<file path="config.mk">
export PLATFORM = sky130hd
export DESIGN_NAME = axis_s2mm_burst_writer
export DESIGN_NICKNAME = d
export VERILOG_FILES = /design/src/rtl/axis_s2mm_burst_writer.sv
export SDC_FILE = /design/constraint.sdc
export NUM_CORES = 1
export LEC_CHECK = 0
export ABC_AREA = 1
export CORE_UTILIZATION = 51
export CTS_CLUSTER_DIAMETER = 150
export DETAILED_ROUTE_END_ITERATION = 6
export PLACE_DENSITY = 0.9
export SLEW_MARGIN = 20
export SYNTH_ARGS = -nofsm -noshare
export SYNTH_HDL_FRONTEND = slang
export SYNTH_SLANG_ARGS = --single-unit
export TNS_END_PERCENT = 50
</file>
<file path="constraint.sdc">
create_clock -name clk -period 4.85 [get_ports clk]
set_input_delay 1.455 -clock clk [delete_from_list [all_inputs] [get_ports clk]]
set_output_delay 1.455 -clock clk [all_outputs]
set_load 0.01 [all_outputs]
</file>
<file path="src/rtl/axis_s2mm_burst_writer.sv">
// S2MM write engine: pops stream FIFO words and issues them as AXI4 INCR write
// bursts, one burst in flight, clipped to MAX_BURST, remaining length and 4 KB.
module axis_s2mm_burst_writer #(
  parameter int DATA_WIDTH = 32,
  parameter int ADDR_WIDTH = 32,
  parameter int LEN_WIDTH  = 16,
  parameter int MAX_BURST  = 16
) (
  input  logic                    clk,
  input  logic                    rst,
  input  logic                    start,
  input  logic [ADDR_WIDTH-1:0]   start_addr,
  input  logic [LEN_WIDTH-1:0]    total_beats,
  output logic                    busy,
  output logic                    done,
  output logic                    error,
  input  logic                    fifo_not_empty,
  output logic                    fifo_rd_en,
  input  logic [DATA_WIDTH-1:0]   fifo_dout,
  output logic [ADDR_WIDTH-1:0]   m_axi_awaddr,
  output logic [7:0]              m_axi_awlen,
  output logic [2:0]              m_axi_awsize,
  output logic [1:0]              m_axi_awburst,
  output logic                    m_axi_awvalid,
  input  logic                    m_axi_awready,
  output logic [DATA_WIDTH-1:0]   m_axi_wdata,
  output logic [DATA_WIDTH/8-1:0] m_axi_wstrb,
  output logic                    m_axi_wlast,
  output logic                    m_axi_wvalid,
  input  logic                    m_axi_wready,
  input  logic [1:0]              m_axi_bresp,
  input  logic                    m_axi_bvalid,
  output logic                    m_axi_bready
);

  localparam int BYTES = DATA_WIDTH / 8;
  localparam int LB    = $clog2(BYTES);
  localparam int CW    = ((LEN_WIDTH > 13) ? LEN_WIDTH : 13) + 1;

  typedef enum logic [2:0] {S_IDLE, S_ADDR, S_DATA, S_RESP, S_DONE} state_t;

  state_t                state, state_nxt;
  logic [ADDR_WIDTH-1:0] addr, calc_addr, awaddr_q;
  logic [LEN_WIDTH-1:0]  remaining, calc_rem;
  logic [8:0]            burst_beats, beat_cnt, calc_beats;
  logic [7:0]            awlen_q;
  logic [12:0]           dist_bytes, dist_beats;
  logic [CW-1:0]         lim;
  logic                  error_q;
  logic                  aw_hs, w_hs, last_hs, b_hs;
  logic                  unused_ok;

  assign aw_hs   = m_axi_awvalid & m_axi_awready;
  assign w_hs    = m_axi_wvalid & m_axi_wready;
  assign last_hs = w_hs & m_axi_wlast;
  assign b_hs    = m_axi_bvalid & m_axi_bready;

  // Next burst size; in IDLE it is taken straight from the start request so the
  // first AW can be registered on the accepting edge.
  always_comb begin
    if (state == S_IDLE) begin
      calc_addr = start_addr & ~ADDR_WIDTH'(BYTES - 1);
      calc_rem  = total_beats;
    end else begin
      calc_addr = addr;
      calc_rem  = remaining;
    end
    dist_bytes = 13'd4096 - {1'b0, calc_addr[11:0]};
    dist_beats = dist_bytes >> LB;
    lim = CW'(MAX_BURST);
    if (CW'(calc_rem) < lim)   lim = CW'(calc_rem);
    if (CW'(dist_beats) < lim) lim = CW'(dist_beats);
    calc_beats = lim[8:0];
  end

  assign unused_ok = ^{m_axi_bresp[0], lim[CW-1:9]};

  always_ff @(posedge clk) begin
    if (rst) state <= S_IDLE;
    else     state <= state_nxt;
  end

  always_comb begin
    state_nxt = state;
    case (state)
      S_IDLE: if (start) state_nxt = (total_beats == '0) ? S_DONE : S_ADDR;
      S_ADDR: if (aw_hs) state_nxt = S_DATA;
      S_DATA: if (last_hs) state_nxt = S_RESP;
      S_RESP: if (b_hs) begin
        if (m_axi_bresp[1])          state_nxt = S_DONE;
        else if (remaining == '0)    state_nxt = S_DONE;
        else                         state_nxt = S_ADDR;
      end
      S_DONE: state_nxt = S_IDLE;
      default: state_nxt = S_IDLE;
    endcase
  end

  always_comb begin
    m_axi_awvalid = (state == S_ADDR);
    m_axi_wvalid  = (state == S_DATA) & fifo_not_empty;
    m_axi_wlast   = (state == S_DATA) & (beat_cnt == 9'd1);
    fifo_rd_en    = m_axi_wvalid & m_axi_wready;
    m_axi_bready  = (state == S_RESP);
    done          = (state == S_DONE);
    busy          = (state != S_IDLE);
  end

  always_ff @(posedge clk) begin
    if (rst) begin
      addr        <= '0;
      remaining   <= '0;
      burst_beats <= '0;
      beat_cnt    <= '0;
      awaddr_q    <= '0;
      awlen_q     <= '0;
      error_q     <= 1'b0;
    end else begin
      if (state == S_IDLE && start) begin
        addr      <= calc_addr;
        remaining <= total_beats;
        error_q   <= 1'b0;
      end
      if (state_nxt == S_ADDR && state != S_ADDR) begin
        awaddr_q    <= calc_addr;
        awlen_q     <= 8'(calc_beats - 9'd1);
        burst_beats <= calc_beats;
      end
      if (aw_hs) beat_cnt <= burst_beats;
      if (w_hs)  beat_cnt <= beat_cnt - 9'd1;
      // beats <= remaining by construction, so no underflow here
      if (last_hs) begin
        addr      <= addr + (ADDR_WIDTH'(burst_beats) << LB);
        remaining <= remaining - LEN_WIDTH'(burst_beats);
      end
      if (b_hs && m_axi_bresp[1]) error_q <= 1'b1;
    end
  end

  assign error         = error_q;
  assign m_axi_awaddr  = awaddr_q;
  assign m_axi_awlen   = awlen_q;
  assign m_axi_awsize  = 3'(LB);
  assign m_axi_awburst = 2'b01;
  assign m_axi_wdata   = fifo_dout;
  assign m_axi_wstrb   = '1;

endmodule
</file>
==> results of run 1 <==
[state kept, by name, summed over array words and instances, names as in the netlist]
| name | flops |
|---|---|
| error | 1 |
| state | 3 |
| m_axi_awlen | 8 |
| remaining | 16 |
| burst_beats | 9 |
| m_axi_awaddr | 32 |
| addr | 32 |
| beat_cnt | 9 |
[Yosys cell counts, types with 3 or more instances]
cell / number / area, µm²
a211oi_1: 15 / 113
a21oi_1: 67 / 335
a221oi_1: 3 / 26.3
a311oi_1: 4 / 35.0
a31oi_1: 15 / 93.8
a32o_1: 3 / 30.0
buf_2: 8 / 40.0
buf_4: 46 / 345
clkbuf_1: 25 / 93.8
dfxtp_1: 110 / 2200
ha_1: 31 / 388
inv_1: 131 / 492
inv_2: 10 / 37.5
nand2_1: 264 / 991
nand2_2: 12 / 75.1
nand2_4: 5 / 56.3
nand3_1: 41 / 205
nand4_1: 8 / 50.1
nor2_1: 135 / 507
nor2_2: 8 / 50.1
nor2_4: 4 / 45.0
nor3_1: 18 / 90.1
nor4_1: 8 / 50.1
o211ai_1: 6 / 45.0
o21ai_0: 83 / 415
o21bai_1: 3 / 22.5
o221ai_1: 6 / 52.6
o22ai_1: 3 / 18.8
o31ai_1: 3 / 22.5
or2_2: 8 / 50.1
xnor2_1: 4 / 35.0
xor2_1: 16 / 140
[worst max-delay path, cell delays in order]
cell and delay, ps:
clkdlybuf4s50_1 420, nand3b_1 180, nand2_2 100, nand2_2 70, nor2_4 120, nand2_2 80
nor2_4 150, nand2_2 90, nor2_4 100, nand2_2 80, nor2_4 140, nand2_2 80
xor2_1 180, ha_1 270, a21o_1 170, a21oi_2 110, buf_4 140, nand2_4 60
buf_4 150, nand2_1 80, nand2_2 80, buf_4 150, nand2_2 70, inv_1 50
nand2_1 70, nand3_1 70, nand2_1 100, nor2_1 40
[where the power goes]
part / total, mW / internal, mW / leakage (nW) / switching (mW)
clock network: 0.826 / 0.469 / 0.160 / 0.357
logic: 0.968 / 0.402 / 2.83 / 0.566
registers: 1.07 / 0.996 / 0.903 / 0.0760
total: 2.87 / 1.87 / 3.90 / 0.999
[worst paths after layout]
| kind | from | end | slack, ps | depth (start not counted) |
|---|---|---|---|---|
| max | start_addr[2] | m_axi_awlen[4] | 260 | 28 |
| min | addr[0] | addr[0] | 480 | 2 |
| max reg2reg | state[2] | m_axi_awlen[4] | 900 | 31 |
| min reg2reg | addr[0] | addr[0] | 480 | 2 |
[routing by layer]
layer  global-route usage, %  vias up  wire, µm
li1                        -     3774         -
met1                    36.7     3483      8760
met2                    44.6      336      9220
met3                    5.25       48      1860
met4                    10.7        0       531
met5                       0        -         0
[cell type report]
class	count	area, µm²
Clock inverter	5	82.6
Multi-Input combinational cell	811	4240
Sequential cell	110	2200
Tap cell	180	225
Clock buffer	11	243
Fill cell	1227	5240
Timing Repair Buffer	128	1210
Inverter	144	543
[stage by stage]
stage	instance area [µm²]	total power, mW	setup WS [ps]
floorplan	7450	1.72	444
global placement	8380	1.99	39.3
detailed placement	8380	2.02	-137
CTS	8700	2.84	243
global route	8740	3.02	3.95
finish	8740	2.87	258
[logic make-up after synthesis]
| family | count (synthesis) |
|---|---|
| simple gates | 520 |
| buf+inv | 225 |
| compound gates | 223 |
| flops | 110 |
| fa+ha+maj | 33 |
| xor+xnor | 20 |
| other cells | 2 |
[repair_timing]
item | in CTS | in global routing
gates resized for setup | 0 | 8
setup buffers | 0 | 2
setup endpoints to repair | 0 | 6
==> impl.org, run 1 <==
** Timing
- Clock period minus worst slack :: around 4600 ps
- Headroom to the max-slew limit came out at about 50%.
- On the final layout, the worst hold slack is 476 ps.
- Worst Clk Skew :: between 9 and 10 ps
- Setup repair after global routing missed its margin :: no
- Measured slew at the worst slew-check pin :: between 700 and 800 ps
- The number of hold violations in the final report came to 0.
- The number of max-slew violations in the final report came to 0.
- Tcrit/Tclk final :: a little over nine tenths
- After routing, the total negative slack on setup checks comes to 0 ps.
- Max Freq :: approximately 0.22 GHz
- Setup violations remaining at the end of the flow were counted as 0.

** Final layout
- Most used cells in the layout excluding fill and tap cells :: 261 x nand2_1, 135 x nor2_1, 131 x inv_1
- Count of non-filler cells in the finished layout :: approximately 1,400
- Final layout net count :: roughly 1,300
- Fraction of final layout cells sized beyond drive strength 1 :: ~8.4%
- Measured on the finished design, the core utilization comes to 62.5%.
- Commonest non-fill, non-tap cell in the layout :: nand2_1
- Diodes inserted :: 0
- Layout Area Growth over Synthesis :: 18.2%

** Outcome
- The run finished with clean final reports.

** Die
- Area of the die :: ~15,000 µm²
- Die outline height :: 122 µm
- Measured along the x axis, the die boundary spans around 120 µm.
- Top-level I/O count :: roughly 180
- Std-Cell Rows :: 43
- Placeable Area :: 14,000 µm²
- Initial core utilization :: 52.9%

** Logic synthesis
- Among all flip-flop cells after synthesis, the most frequent one is dfxtp_1.
- Yosys mapped a number of flops with a built-in enable equal to 0.
- XOR/XNOR Fraction of Synth Area :: roughly 2.4%
- Sequential cells were found to cover 29.8% of the synthesized design area.
- After synthesis the netlist holds a flip-flop and latch count of 110.
- Share of flip-flops with an asynchronous set or reset after synthesis :: 0%
- Netlist cell types :: 55
- The synthesized netlist occupies a cell area of between 7000 and 8000 µm².
- Synthesized instance count :: roughly 1,100
- Dominant combinational cell family by area after synthesis :: simple AND/OR/NAND/NOR gates
- Number of warning messages in the yosys log :: 0
- The portion of synthesized area spent on multiplexers is 0%.
- Compound-cell area share of the yosys netlist :: 17.7%
- Summing the areas of all fa, ha and maj instances in the mapped netlist gives under 10% of the synthesized area.
- Averaged over all synthesized cells, the footprint is 6.53 µm².
- Simple-gate area share of the yosys netlist :: between 30 and 40%

** Routing
- After detailed routing, the total wire length is between 20,000 and 25,000 µm.
- Before antenna repair, the detailed router went through 5 iterations.
- Via-to-Cell Ratio :: 5.50
- Remaining number of nets flagged by the antenna check after routing :: 0
- Avg WL per Cell :: 14.7 µm
- Vias after detailed routing :: roughly 7,600
- For this block, the initial DRC count from the detailed router was approximately 660.
- In the routed design, unresolved DRC markers number 0.

** CTS
- # H-tree levels :: 3
- The later pin in the worst-skew pair is clocked with a latency of approximately 360 ps.
- After clock tree synthesis, the clock-pin slew on the worst setup and hold paths is about 70 ps.
- Hold-fix buffer count after cts :: 0
- The longest clock path from root to sink contains 2 buffers.
- Counting the buffers created by CTS gives 9.
- Clock tree from TritonCTS :: built
- The clock drives 110 sinks.
- Clk root buf :: clkbuf_16

** Global routing
- Wire length of the first global-routing pass :: approximately 33,000 µm
- Overall overflow remaining after global route :: 0
- The number of antenna violations at the first check in global routing is 0.
- Global-route usage over all layers :: between 20% and 30%
- Pin count of the biggest net entering global routing :: 74
- Number of global-route vias before repair :: a little over 7,000

** Placement
- After legalization and detailed placement, the total HPWL measured around 15,000 µm.
- The congestion estimate from routability-driven global placement came to roughly 0.94.
- The number of placed instances, taps included, is 1,371.
- Port-buffer cells :: between 100 and 150

** Critical path
- STA classifies the critical path endpoint as a flop.
- Of all nets on the critical path, the largest fanout is 5.
- Data on the critical path is required at its endpoint by around 5100 ps.
- For the worst setup path, the data arrival time is slightly below 5000 ps.
- The worst setup path is of the in -> reg kind.
- Setup crit start kind :: input pin

** Power
- For this design the static power due to leakage is 3.90 nW.
- Maximum resistive drop on vdd :: between 0.15 and 0.2 mV
- Power per unit of standard cell area :: ~330 nW/µm²

** Hold path
- Min-delay worst type :: reg -> reg

** Run
- Number of violations of the max-capacitance limit :: 0
Note: power is estimated with default switching activity, not from simulation.
==> run 2: changes to the inputs <==
CORE_UTILIZATION = 46   (was 51)
PLACE_DENSITY = 0.86   (was 0.9)
RECOVER_POWER = 100   (was not set)
SLEW_MARGIN = 25   (was 20)
clock period = 4.19 ns   (was 4.85 ns; I/O delays follow)
==> run 2 against run 1 <==
Effect of this change: sequential share of layout area decreased by 1.4 points; clock power increased by 15%; global-route usage decreased by 1.2 points; power increased by 20%; flip-flop and latch count unchanged; critical path type unchanged; first-iteration DRC count decreased by 7.8%; core utilization decreased by 2.6 points.
==> impl.org, run 2 (same netlist as run 1, synthesis figures left out) <==
** Outcome
- Outcome :: finished, final reports clean (unchanged)

** Timing
- The transition at the pin with the smallest max-transition slack is 990 ps (was 754 ps).
- Counting I/O delays and the setup requirement, the final critical path takes 4060 ps.
- Tcrit/Tclk final :: a little over nine tenths
- The number of setup violations in the final report is 0 (unchanged).
- Max Freq :: ~0.25 GHz
- Worst Clk Skew :: 4.53 ps (was 9.59 ps)
- The worst hold margin was 475 ps (was 476 ps).
- The number of hold violations in the final report came to 0 (unchanged).
- Final max-slew violation count :: 0 (unchanged)
- Tightest slew margin relative to the limit :: 34.0% (was 49.8%)

** Global routing
- The overall global routing resource usage came to 26.6% (was 27.8%).
- Overall overflow remaining after global route :: 0 (unchanged)
- The number of antenna violations at the first check in global routing is 0 (unchanged).
- Number of global-route vias before repair :: 7,219 (was 7,056)
- Pin count of the biggest net entering global routing :: 74 (unchanged)
- Wire length of the first global-routing pass :: 34,800 µm (was 33,000 µm)

** CTS
- Clock tree from TritonCTS :: built (unchanged)
- The post-CTS clock slew at the launch and capture registers of the worst setup and hold paths is 70 ps (about the same).
- Hold-fix buffer count after cts :: 0 (unchanged)
- # H-tree levels :: 3 (unchanged)
- Clock Latency Late Sink :: 360 ps (about the same)
- CTS Buffer Depth :: 2 (unchanged)
- The number of clock sinks seen by CTS was 110 (unchanged).
- Clk root buf :: clkbuf_16 (unchanged)
- The CTS buffer count was 9 (unchanged).

** Critical path
- CP max FO :: 4 (was 5)
- Launch point of the worst reg-to-reg path :: state[0] (was state[2])
- The setup slack of the most critical reg-to-reg path is 300 ps (was 900 ps).
- The sort of element at the end of the critical path is a flop (unchanged).
- Setup crit start kind :: input pin (unchanged)
- The required time of the worst setup path came to 4450 ps (was 5110 ps).
- Reg-to-reg endpoint :: m_axi_awlen[4] (unchanged)
- Worst endpoint data arrival time :: 4310 ps (was 4850 ps)
- Classification of the worst setup path :: in -> reg (unchanged)
- Register-to-Register Path Depth :: 26 (was 31)

** Routing
- The first-pass iteration count of the detailed router was 6 (was 5).
- The routed via count was 7,832 (was 7,641).
- The per-cell via count in the routed design came to 5.35 (was 5.50).
- Avg WL per Cell :: 14.6 µm (was 14.7 µm)
- The routed wire length was 21,400 µm (was 20,400 µm).
- The first-iteration detailed-routing DRC count is 611 (was 663).
- Residual DRC count :: 0 (unchanged)
- The antenna violation net count after detailed routing was 0 (unchanged).

** Die
- The row count came to 45 (was 43).
- Die outline width :: 129 µm (was 122 µm)
- The I/O pin total was 178 (unchanged).
- Initial core utilization :: 47.9% (was 52.9%)
- Area of the die :: 16,600 µm² (was 15,000 µm²)
- Die outline height :: 129 µm (was 122 µm)
- Placeable Area :: 15,400 µm² (was 14,000 µm²)

** Hold path
- The terminating pin of the worst hold path is error (was addr[0]).
- Min-delay worst type :: reg -> reg (unchanged)
- Critical hold path startpoint :: error (was addr[0])
- The instance count along the most critical hold path was 2 (unchanged).

** Power
- The internal power came to 2.23 mW (was 1.87 mW).
- The maximum vdd ir drop came to 0.231 mV (was 0.190 mV).
- Power per unit of standard cell area :: 372 nW/µm² (was 328 nW/µm²)
- Portion of total power attributed to the clock network :: 27.7% (was 28.8%)
- Leakage :: 4.28 nW (was 3.90 nW)
- The switching share of power is 35.1% (was 34.9%).
- The net switching power figure was 1.21 mW (was 0.999 mW).
- The total power of the final layout is 3.44 mW (was 2.87 mW).
- The relative contribution of sequential cells to total power came to 36.0% (was 37.4%).
- Combinational fraction of design power :: 36.2% (was 33.8%)

** Final layout
- The number of nets in the layout is 1,371 (was 1,326).
- Diodes inserted :: 0 (unchanged)
- The most common library cell in the layout ignoring fill and taps was nand2_1 (unchanged).
- Post-route cell area :: 9240 µm² (was 8740 µm²)
- Layout Area Growth over Synthesis :: 24.9% (was 18.2%)
- Most used cells in the layout excluding fill and tap cells: 254 x nand2_1, 137 x nor2_1, 128 x inv_1 (was 261 x nand2_1, 135 x nor2_1, 131 x inv_1).
- Count of non-filler cells in the finished layout :: 1,465 (was 1,389)
- Fraction of final layout cells sized beyond drive strength 1 :: 12.9% (was 8.44%)

** Placement
- Number of cells in the design after placement :: 1,439 (was 1,371)
- The count of input and output buffers came to 101 (unchanged).
- The sum of net half-perimeters after detailed placement was 15,300 µm (was 14,800 µm).
- Total placed instance area :: 8700 µm² (was 8380 µm²)
- Weighted congestion reported at the end of routability-driven placement :: 0.902 (was 0.939)

** Run
- Number of violations of the max-capacitance limit :: 0 (unchanged)
[run 2: cell count changes in the layout (fill, tap and decap cells not counted), sizes merged]
cell	delta
dlygate4sd3	+49
clkdlybuf4s50	-51
buf	+40
dlymetal6s2s	+1
clkbuf	+6
[run 2: layout make-up]
cell class | count | area [µm²]
clock buffers | 11 | 243
inverters | 144 | 546
flip-flops and latches | 110 | 2200
repair buffers | 173 | 1540
multi-input cells | 811 | 4360
well taps | 211 | 264
fillers | 1409 | 6190
clock inverters | 5 | 82.6
[run 2: worst max-delay path, stage by stage]
cell,delay [ps]
clkdlybuf4s50_1,410
o21ai_1,170
inv_1,110
nor2_4,130
nand2_2,80
nor2_4,110
nand2_2,90
nor2_4,130
nand2_2,80
xor2_1,140
ha_1,280
a21o_1,220
a21oi_4,180
nand2_4,110
o21ai_4,180
inv_2,70
ha_4,170
nand2_4,80
inv_4,40
nand2_2,70
nand3_2,60
nand2_1,90
nor2_1,70
[run 2: layer usage]
layer | GRT usage, % | vias up | part of all wire (%)
met2 | 43.1 | 358 | 45
met4 | 10.4 | 0 | 2.8
met3 | 4.07 | 49 | 8.4
met5 | 0 | - | 0
met1 | 35.6 | 3549 | 43
li1 | - | 3876 | -
[run 2: power groups by stage]
stage	logic, mW	registers (mW)	clock network (mW)
after floorplan	0.727	1.27	0
after CTS	1.19	1.24	0.962
after global routing	1.39	1.25	1.01
after global placement	1.11	1.26	0
final	1.25	1.24	0.953
after detailed placement	1.15	1.26	0
[run 2: timing repair]
item | in CTS | in global routing
cloned | 0 | 0
setup endpoints to repair | 6 | 14
gates resized for setup | 14 | 33
pin swaps | 14 | 28
setup buffers | 5 | 5
[run 2: worst max path at each step]
stage	to	from	slack, ps	depth (start not counted)
5_1_grt	m_axi_awlen[6]	start_addr[5]	-10	23
3_5_place_dp	m_axi_awlen[4]	start_addr[2]	-570	26
3_3_place_gp	m_axi_awlen[4]	start_addr[2]	-440	26
2_1_floorplan	m_axi_awlen[6]	start_addr[2]	90	25
4_1_cts	m_axi_awlen[3]	start_addr[3]	-10	25
6_report	m_axi_awlen[4]	start_addr[5]	130	23
[run 2: stage by stage]
step | setup WS (ps) | setup TNS [ps] | utilization (%)
floorplan | 92.8 | 0 | -
global placement | -443 | -3490 | 56.4
detailed placement | -568 | -5360 | 56.4
CTS | -11.2 | -17.1 | 59.0
global route | -12.4 | -18.4 | 59.9
finish | 133 | 0 | 59.9
